===== config.mk =====
export PLATFORM = sky130hd
export DESIGN_NAME = cordic_phase_gen
export DESIGN_NICKNAME = d
export VERILOG_FILES = /design/src/rtl/cordic_phase_pkg.sv /design/src/rtl/cordic_quad_encode.sv /design/src/rtl/cordic_phase_gen.sv
export SDC_FILE = /design/constraint.sdc
export NUM_CORES = 1
export LEC_CHECK = 0
export BUFFER_PORTS_ARGS = -buffer_cell sky130_fd_sc_hd__buf_4
export CORE_ASPECT_RATIO = 0.5
export CORE_UTILIZATION = 55
export DETAILED_ROUTE_END_ITERATION = 12
export GPL_TIMING_DRIVEN = 0
export HOLD_SLACK_MARGIN = 0.03
export MAX_ROUTING_LAYER = met4
export PLACE_DENSITY_LB_ADDON = 0.08
export REMOVE_ABC_BUFFERS = 1
export SYNTH_ARGS = -nofsm -noshare
export SYNTH_HDL_FRONTEND = slang
export SYNTH_SLANG_ARGS = --single-unit

===== constraint.sdc =====
create_clock -name clk -period 12 [get_ports clk]
set_input_delay 3.6 -clock clk [delete_from_list [all_inputs] [get_ports clk]]
set_output_delay 3.6 -clock clk [all_outputs]
set_load 0.1 [all_outputs]

===== src/rtl/cordic_phase_pkg.sv =====
// cordic_phase_pkg: shared mode/state enums and quadrant codes for the phase generator.
package cordic_phase_pkg;
    typedef enum logic [1:0] {MODE_CONT, MODE_SINGLE, MODE_BURST, MODE_REV} mode_e;
    typedef enum logic {IDLE, RUN} state_e;
    localparam logic [1:0] QUAD_0 = 2'd0;
    localparam logic [1:0] QUAD_1 = 2'd1;
    localparam logic [1:0] QUAD_2 = 2'd2;
    localparam logic [1:0] QUAD_3 = 2'd3;
endpackage


===== src/rtl/cordic_quad_encode.sv =====
// cordic_quad_encode: maps a raw angle to {quadrant, in-quadrant offset}; quadrant tops are inclusive.
module cordic_quad_encode
    import cordic_phase_pkg::*;
#(
    parameter int QW     = 16,
    parameter int PERIOD = 360,
    parameter int AW     = $clog2(PERIOD)
) (
    input  logic [AW-1:0]   a,
    output logic [QW+1:0]   phase
);
    localparam logic [AW-1:0] Q1 = AW'(PERIOD / 4);
    localparam logic [AW-1:0] Q2 = AW'(PERIOD / 2);
    localparam logic [AW-1:0] Q3 = AW'(3 * PERIOD / 4);
    logic [1:0]    q;
    logic [AW-1:0] base;
    logic [AW-1:0] off;
    always_comb begin
        q     = a <= Q1 ? QUAD_0 : a <= Q2 ? QUAD_1 : a <= Q3 ? QUAD_2 : QUAD_3;
        base  = q == QUAD_0 ? '0 : q == QUAD_1 ? Q1 : q == QUAD_2 ? Q2 : Q3;
        off   = a - base;
        phase = {q, QW'(off)};
    end
endmodule


===== src/rtl/cordic_phase_gen.sv =====
// cordic_phase_gen: modular angle sweep source emitting quadrant-encoded phase words on a valid/ready stream.
module cordic_phase_gen
    import cordic_phase_pkg::*;
#(
    parameter int QW     = 16,
    parameter int PERIOD = 360,
    parameter int AW     = $clog2(PERIOD),
    parameter int BW     = 16
) (
    input  logic          clk,
    input  logic          rst,
    input  logic          start,
    input  logic          stop,
    input  logic [1:0]    mode,
    input  logic [AW-1:0] step,
    input  logic [AW-1:0] start_angle,
    input  logic [BW-1:0] burst_len,
    output logic [QW+1:0] phase,
    output logic [AW-1:0] angle,
    output logic          out_valid,
    input  logic          out_ready,
    output logic          busy,
    output logic          done,
    output logic          wrap,
    output logic          err
);
    localparam logic [AW:0] P = (AW+1)'(PERIOD);
    state_e        state;
    mode_e         mode_r;
    logic [AW-1:0] step_r;
    logic [BW-1:0] cnt;
    logic [AW:0]   travel;
    logic [AW:0]   sum;
    logic [AW:0]   travel_sum;
    logic          fwd_wrap;
    logic          rev_wrap;
    logic          nxt_wrap;
    logic [AW-1:0] nxt;
    logic [AW-1:0] enc_in;
    logic [QW+1:0] enc_phase;
    logic          legal;
    logic          last;
    logic          hs;
    always_comb begin
        sum        = {1'b0, angle} + {1'b0, step_r};
        fwd_wrap   = sum >= P;
        rev_wrap   = angle < step_r;
        nxt_wrap   = mode_r == MODE_REV ? rev_wrap : fwd_wrap;
        nxt        = mode_r == MODE_REV
                     ? (rev_wrap ? AW'({1'b0, angle} + P - {1'b0, step_r}) : angle - step_r)
                     : (fwd_wrap ? AW'(sum - P) : AW'(sum));
        travel_sum = travel + {1'b0, step_r};
        last       = (mode_r == MODE_SINGLE && travel_sum >= P) || (mode_r == MODE_BURST && cnt == BW'(1));
        legal      = {1'b0, step} < P && {1'b0, start_angle} < P
                     && !(mode_e'(mode) == MODE_SINGLE && step == '0)
                     && !(mode_e'(mode) == MODE_BURST && burst_len == '0);
        hs         = out_valid && out_ready;
        enc_in     = state == IDLE ? start_angle : nxt;
    end
    cordic_quad_encode #(.QW(QW), .PERIOD(PERIOD), .AW(AW)) u_enc (
        .a     (enc_in),
        .phase (enc_phase)
    );
    always_ff @(posedge clk or posedge rst) begin
        if (rst) begin
            state     <= IDLE;
            mode_r    <= MODE_CONT;
            step_r    <= '0;
            cnt       <= '0;
            travel    <= '0;
            phase     <= '0;
            angle     <= '0;
            out_valid <= 1'b0;
            busy      <= 1'b0;
            done      <= 1'b0;
            wrap      <= 1'b0;
            err       <= 1'b0;
        end else begin
            done <= 1'b0;
            wrap <= 1'b0;
            err  <= 1'b0;
            if (state == IDLE) begin
                if (start && !stop) begin
                    if (legal) begin
                        state     <= RUN;
                        mode_r    <= mode_e'(mode);
                        step_r    <= step;
                        cnt       <= burst_len;
                        travel    <= '0;
                        angle     <= start_angle;
                        phase     <= enc_phase;
                        out_valid <= 1'b1;
                        busy      <= 1'b1;
                    end else begin
                        err <= 1'b1;
                    end
                end
            end else if (stop || (hs && last)) begin
                // A handshake landing with stop is consumed, but stop suppresses done.
                state     <= IDLE;
                out_valid <= 1'b0;
                busy      <= 1'b0;
                done      <= !stop;
            end else if (hs) begin
                angle  <= nxt;
                phase  <= enc_phase;
                wrap   <= nxt_wrap;
                travel <= travel_sum;
                cnt    <= cnt - BW'(1);
            end
        end
    end
endmodule

### Word-level counts from Yosys, hierarchy flattened

Index checks and enable logic that the tools add are counted.

* $add $sub $neg: 8
* reductions and logical operators: 23
* bitwise operators: 1
* $lt $le $gt $ge: 8
* equal/unequal tests: 11
* mux-type cells: 47

Operator list (count)
* 9-bit two-way mux: 12
* 18-bit two-way mux: 5
* 16-bit two-way mux: 5
* 10-bit two-way mux: 5
* 9-bit subtractor: 3
* 10-bit by 9-bit >= comparator with 1-bit output, second input constant: 2
* 9-bit < comparator, second input constant: 2
* 1-bit two-way mux: 18
* 16-bit by 1-bit equality test with 1-bit output, second input constant: 1
* 16-bit zero test: 1
* 16-bit by 1-bit subtractor with 16-bit output, second input constant: 1
* 10-bit by 9-bit adder with 10-bit output: 1
* 9-bit by 9-bit adder with 10-bit output: 1
* 1-bit logical AND: 10
* 9-bit adder, second input constant: 1
* 9-bit by 7-bit less-or-equal comparator with 1-bit output, second input constant: 1
* 9-bit by 8-bit less-or-equal comparator with 1-bit output, second input constant: 1
* 9-bit less-or-equal comparator, second input constant: 1
* 9-bit zero test: 1
* 9-bit < comparator: 1
* 9-bit subtractor, second input constant: 1
* 2-bit equality test, second input constant: 4
* 2-bit by 1-bit equality test with 1-bit output, second input constant: 3
* 3-bit AND reduction: 2
* other kinds (9): 15

* word-level logic and storage cells: 109
* output and inout port bits: 32
* bits of input ports: 41
* flip-flop bits (word level): 69

### Longest topological paths before layout

* word-level depth: 17
* mapped depth: 27
* gate-level depth less buffers: 27

### Hierarchy

From an unflattened synthesis, not the netlist that was laid out.

* cell total of the unflattened synthesis: 663
* area, all modules: 5891.9 µm²

Modules (own cells, without submodules)
* cordic_phase_gen: times used 1, area each 5388.9 µm², seq. area each 1726.7 µm², cells an instance 600
* cordic_quad_encode: times used 1, area each 503.0 µm², seq. area each 0.0 µm², cells an instance 63

### Least setup slack after synthesis

OpenSTA, ideal clock, no wires.

* kind: in2reg
* start: in start_angle[3]
* end: reg phase[8]
* setup time: 0.134 ns
* data arrival time: 6.685 ns
* stages: 19
* path buffers: 0
* data required time: 11.866 ns
* setup slack: 5.181 ns
* cell sequence: a21oi_1 nand2b_1 or4_4 o21ai_2 nor4_4 o221a_2 o221ai_2 nand2_1 ha_1 ha_1 inv_1 a21oi_1 o21ai_0 nand2b_1 a21o_1 a21oi_1 xnor2_1 xnor2_1 o21ai_0

* word-level cells in the longest chain between the ends: 13
* elaborated cells between the ends (all ways): 25
* classes of those cells: add/sub: 1; order compare: 4; eq/ne: 2; mux: 12; reduce/logical: 6

RTL lines
* start: declaration: RTL line cordic_phase_gen.sv:16 `input logic [AW-1:0] start_angle,`
* 9-bit two-way mux: RTL line cordic_phase_gen.sv:58 `enc_in = state == IDLE ? start_angle : nxt;`
* 9-bit less-or-equal comparator: RTL line cordic_quad_encode.sv:19 `q = a <= Q1 ? QUAD_0 : a <= Q2 ? QUAD_1 : a <= Q3 ? QUAD_2 : QUAD_3;`
* 1-bit two-way mux: RTL line cordic_quad_encode.sv:19
* 2-bit two-way mux (2 in series): RTL line cordic_quad_encode.sv:19
* 2-bit equality test: RTL line cordic_quad_encode.sv:20 `base = q == QUAD_0 ? '0 : q == QUAD_1 ? Q1 : q == QUAD_2 ? Q2 : Q3;`
* 9-bit two-way mux (3 in series): RTL line cordic_quad_encode.sv:20
* 9-bit subtractor: RTL line cordic_quad_encode.sv:21 `off = a - base;`
* 18-bit two-way mux (on tied branches): RTL line cordic_phase_gen.sv:84, cordic_phase_gen.sv:104
* 18-bit two-way mux (on tied branches): RTL line cordic_phase_gen.sv:83, cordic_phase_gen.sv:98
* 18-bit two-way mux: RTL line cordic_phase_gen.sv:82 `if (state == IDLE) begin`
* end signal: assignment: RTL line cordic_phase_gen.sv:91 `phase <= enc_phase;`
* end signal: assignment: RTL line cordic_phase_gen.sv:106 `phase <= enc_phase;`
* end: declaration: RTL line cordic_phase_gen.sv:18 `output logic [QW+1:0] phase,`

Several ways; a longest one is shown, not always the timed one. The select of a mux whose other input is x is not followed.
A chain may end at the register's enable or synchronous reset.

### Final worst setup path

* start: in start_angle[2]
* end: reg phase[8]

Same word-level chain as after synthesis.

==> impl_metrics.ini <==
[yosys]
synth-edff-count = 0
synth_cell_types = 84
ys_dominant_reg_cell = dfrtp_1
synth_area_per_cell_um2 = 8.25
seq_area_frac_synth_pct = 27.2
ys_ff_latch = 61
async_reset_ff_share_pct = 100
netlist_instances = 681
syn_area_um2 = 5620
yosysWarnings = 0

[die]
initial_core_util_pct = 58.1
die_area_um2 = 10700
die_x_um = 145
placement_rows = 25
ios = 73
dieHeight_um = 73.5
core_um2 = 9670

[clock_tree]
clk_pin_slew_ns = 0.05
cts_setup_buffers = 0
cts.path.max_buffers = 2
cts_root_buf = clkbuf_16
tritoncts = yes
cts_sinks = 61
clk-insertion-delay-late_ns = 0.34
cts_buffers = 9
cts_resized = 0
postCtsHoldBufs = 0
htree_levels = 3

[routing]
routed_wl_um = 15100
ant_nets = 0
drt_iter0_drc = 423
drc = 0
wl_per_cell_um = 17.4
firstDrtPassIters = 5
num_vias = 5242
post_drt_via_cell_ratio = 6.03

[worst_setup_path]
cp.arrival_ns = 7.39
critPathCaptureType = register
startpoint = start_angle[2]
critPathMaxStageDelay_ns = 0.77
timing.rr.start = step_r[1]
cp_slowest_cell = a211oi_1
crit_type = in -> reg
start_kind = input pin
cp_max_fo = 5
cp.required_ns = 12.21
crit_buf_inv = 2
path_common_cell = o21ai_0
path_cells = buf_4 -> o21ai_0 -> a211oi_1 -> a211oi_1 -> nor2_1 -> a2111oi_4 -> nand4_1 -> nand2_1 -> ha_1 -> ha_1 -> inv_1 -> a21oi_1 -> o21ai_0 -> nand2b_1 -> a21o_1 -> a21oi_1 -> xnor2_1 -> xnor2_1 -> o21ai_0
cp_top_family = compound AO/OA/AOI/OAI gates

[status]
status = finished, final reports clean

[place]
dp_hpwl_um = 11400
routabilityCongestion = 0.910
io_buffer_count = 65

[timing]
fin_tns_setup_ns = 0
fmax_ghz = 0.139
skew_ns = 0.00640
slew_headroom_pct = 20.7
min_period_over_period_pct = 59.9
finalCriticalPeriod_ns = 7.18
setup_viol = 0
rsz0062_at_grt = false
worstMarginPinSlew_ns = 1.18
final_hold_viol_count = 0
finalMaxSlewViolations = 0

[finish]
mostFrequentLayoutCell = buf_4
drive_gt1_share_pct = 15.1
final_cell_mix = 65 x buf_4, 64 x nand2_1, 60 x dfrtp_1
nets = 828
diodes = 0
syn2layout_area_growth_pct = 16.6

[global_routing]
grt_overflow = 0
grt_pass1_wl_um = 24000
antenna_found_initial = 0
grt_max_degree = 56
global_route.usage.met1_pct = 40.3
grt_usage_pct = 30.0
gr-usage-met2_pct = 46.4
grt_use_met3_pct = 7.45
grt-busiest-layer = met2
grt_pass1_vias = 4686

[min_path]
holdCritPathClass = reg -> reg
hp-start = travel[6]

[flow_run]
drv_cap = 0
final timing paths:
kind / endpoint / slack, ns / depth (start not counted)
max: phase[8] / 4.82 / 19
min: travel[6] / 0.48 / 2
max reg2reg: phase[8] / 5.13 / 23
min reg2reg: travel[6] / 0.48 / 2
max in group asynchronous: state / 7.97 / 3
min in group asynchronous: phase[5] / 3.41 / 2
Yosys cell counts (7+ instances only):
cell | instances | share of area (%)
o21a_1 | 8 | 1.1
nor2_1 | 49 | 3.3
nor4_1 | 12 | 1.3
dfrtp_1 | 61 | 27
nor2b_1 | 8 | 0.89
ha_1 | 49 | 11
o22a_1 | 10 | 1.6
a21o_1 | 10 | 1.3
nand3_1 | 21 | 1.9
a31oi_1 | 14 | 1.6
a21oi_1 | 43 | 3.8
xnor2_1 | 19 | 3.0
nor3_1 | 18 | 1.6
inv_1 | 53 | 3.5
or3_1 | 7 | 0.78
clkbuf_1 | 18 | 1.2
nand2b_1 | 14 | 1.6
a211oi_1 | 8 | 1.1
buf_4 | 9 | 1.2
nand2_1 | 64 | 4.3
fa_1 | 9 | 3.2
o21ai_0 | 50 | 4.5
cell type report:
cell class | count | area (µm²)
Multi-Input combinational cell | 535 | 3740
Fill cell | 807 | 3110
Sequential cell | 61 | 1530
Timing Repair Buffer | 68 | 547
Clock buffer | 9 | 225
Inverter | 54 | 205
Tap cell | 135 | 169
Clock inverter | 7 | 138
stage by stage:
stage	hold WS [ns]	cell area [µm²]	setup slack, ns	utilization, %	cells
final	0.483	6550	4.82	67.8	869
after global routing	0.506	6550	4.47	67.8	869
after CTS	0.482	6550	4.87	67.8	869
after detailed placement	0.467	6190	4.54	64.0	853
after global placement	0.457	6110	2.10	63.2	850
after floorplan	0.443	5460	4.62	-	650
metal layers:
layer | vias to the layer above | share of wire, %
li1 | 2535 | -
met4 | 0 | 0.69
met3 | 12 | 7.1
met1 | 2510 | 48
met5 | - | 0
met2 | 185 | 44
worst register-to-register path, delay by kind of cell, from the launching register on:
kind | cells | cell delay (ns)
and+or+nand+nor | 8 | 2.58
AOI/OAI and AO/OA | 10 | 2.54
adders and majority gates | 2 | 0.66
DFF | 1 | 0.52
xor gates and xnor gates | 2 | 0.30
buffers and inverters | 1 | 0.17
sequential cells by signal, summed over array words and instances, names as in the netlist:
name	count
phase	10
state	1
angle	9
travel	10
err	1
done	1
busy	1
step_r	9
mode_r	2
cnt	16
wrap	1
cells by family after synthesis:
family | count (synthesis) | synth area share, %
and+or+nand+nor | 229 | 20.7
AOI/OAI and AO/OA | 208 | 25.6
buffers and inverters | 91 | 6.97
DFF | 61 | 27.2
adders and majority gates | 58 | 14.1
xor gates and xnor gates | 25 | 3.90
muxes | 8 | 1.49
other | 1 | 0.0667
Power is left out: the tool's default activity adds up to more than one toggle a clock period on the data nets, which glitch-free logic cannot reach.
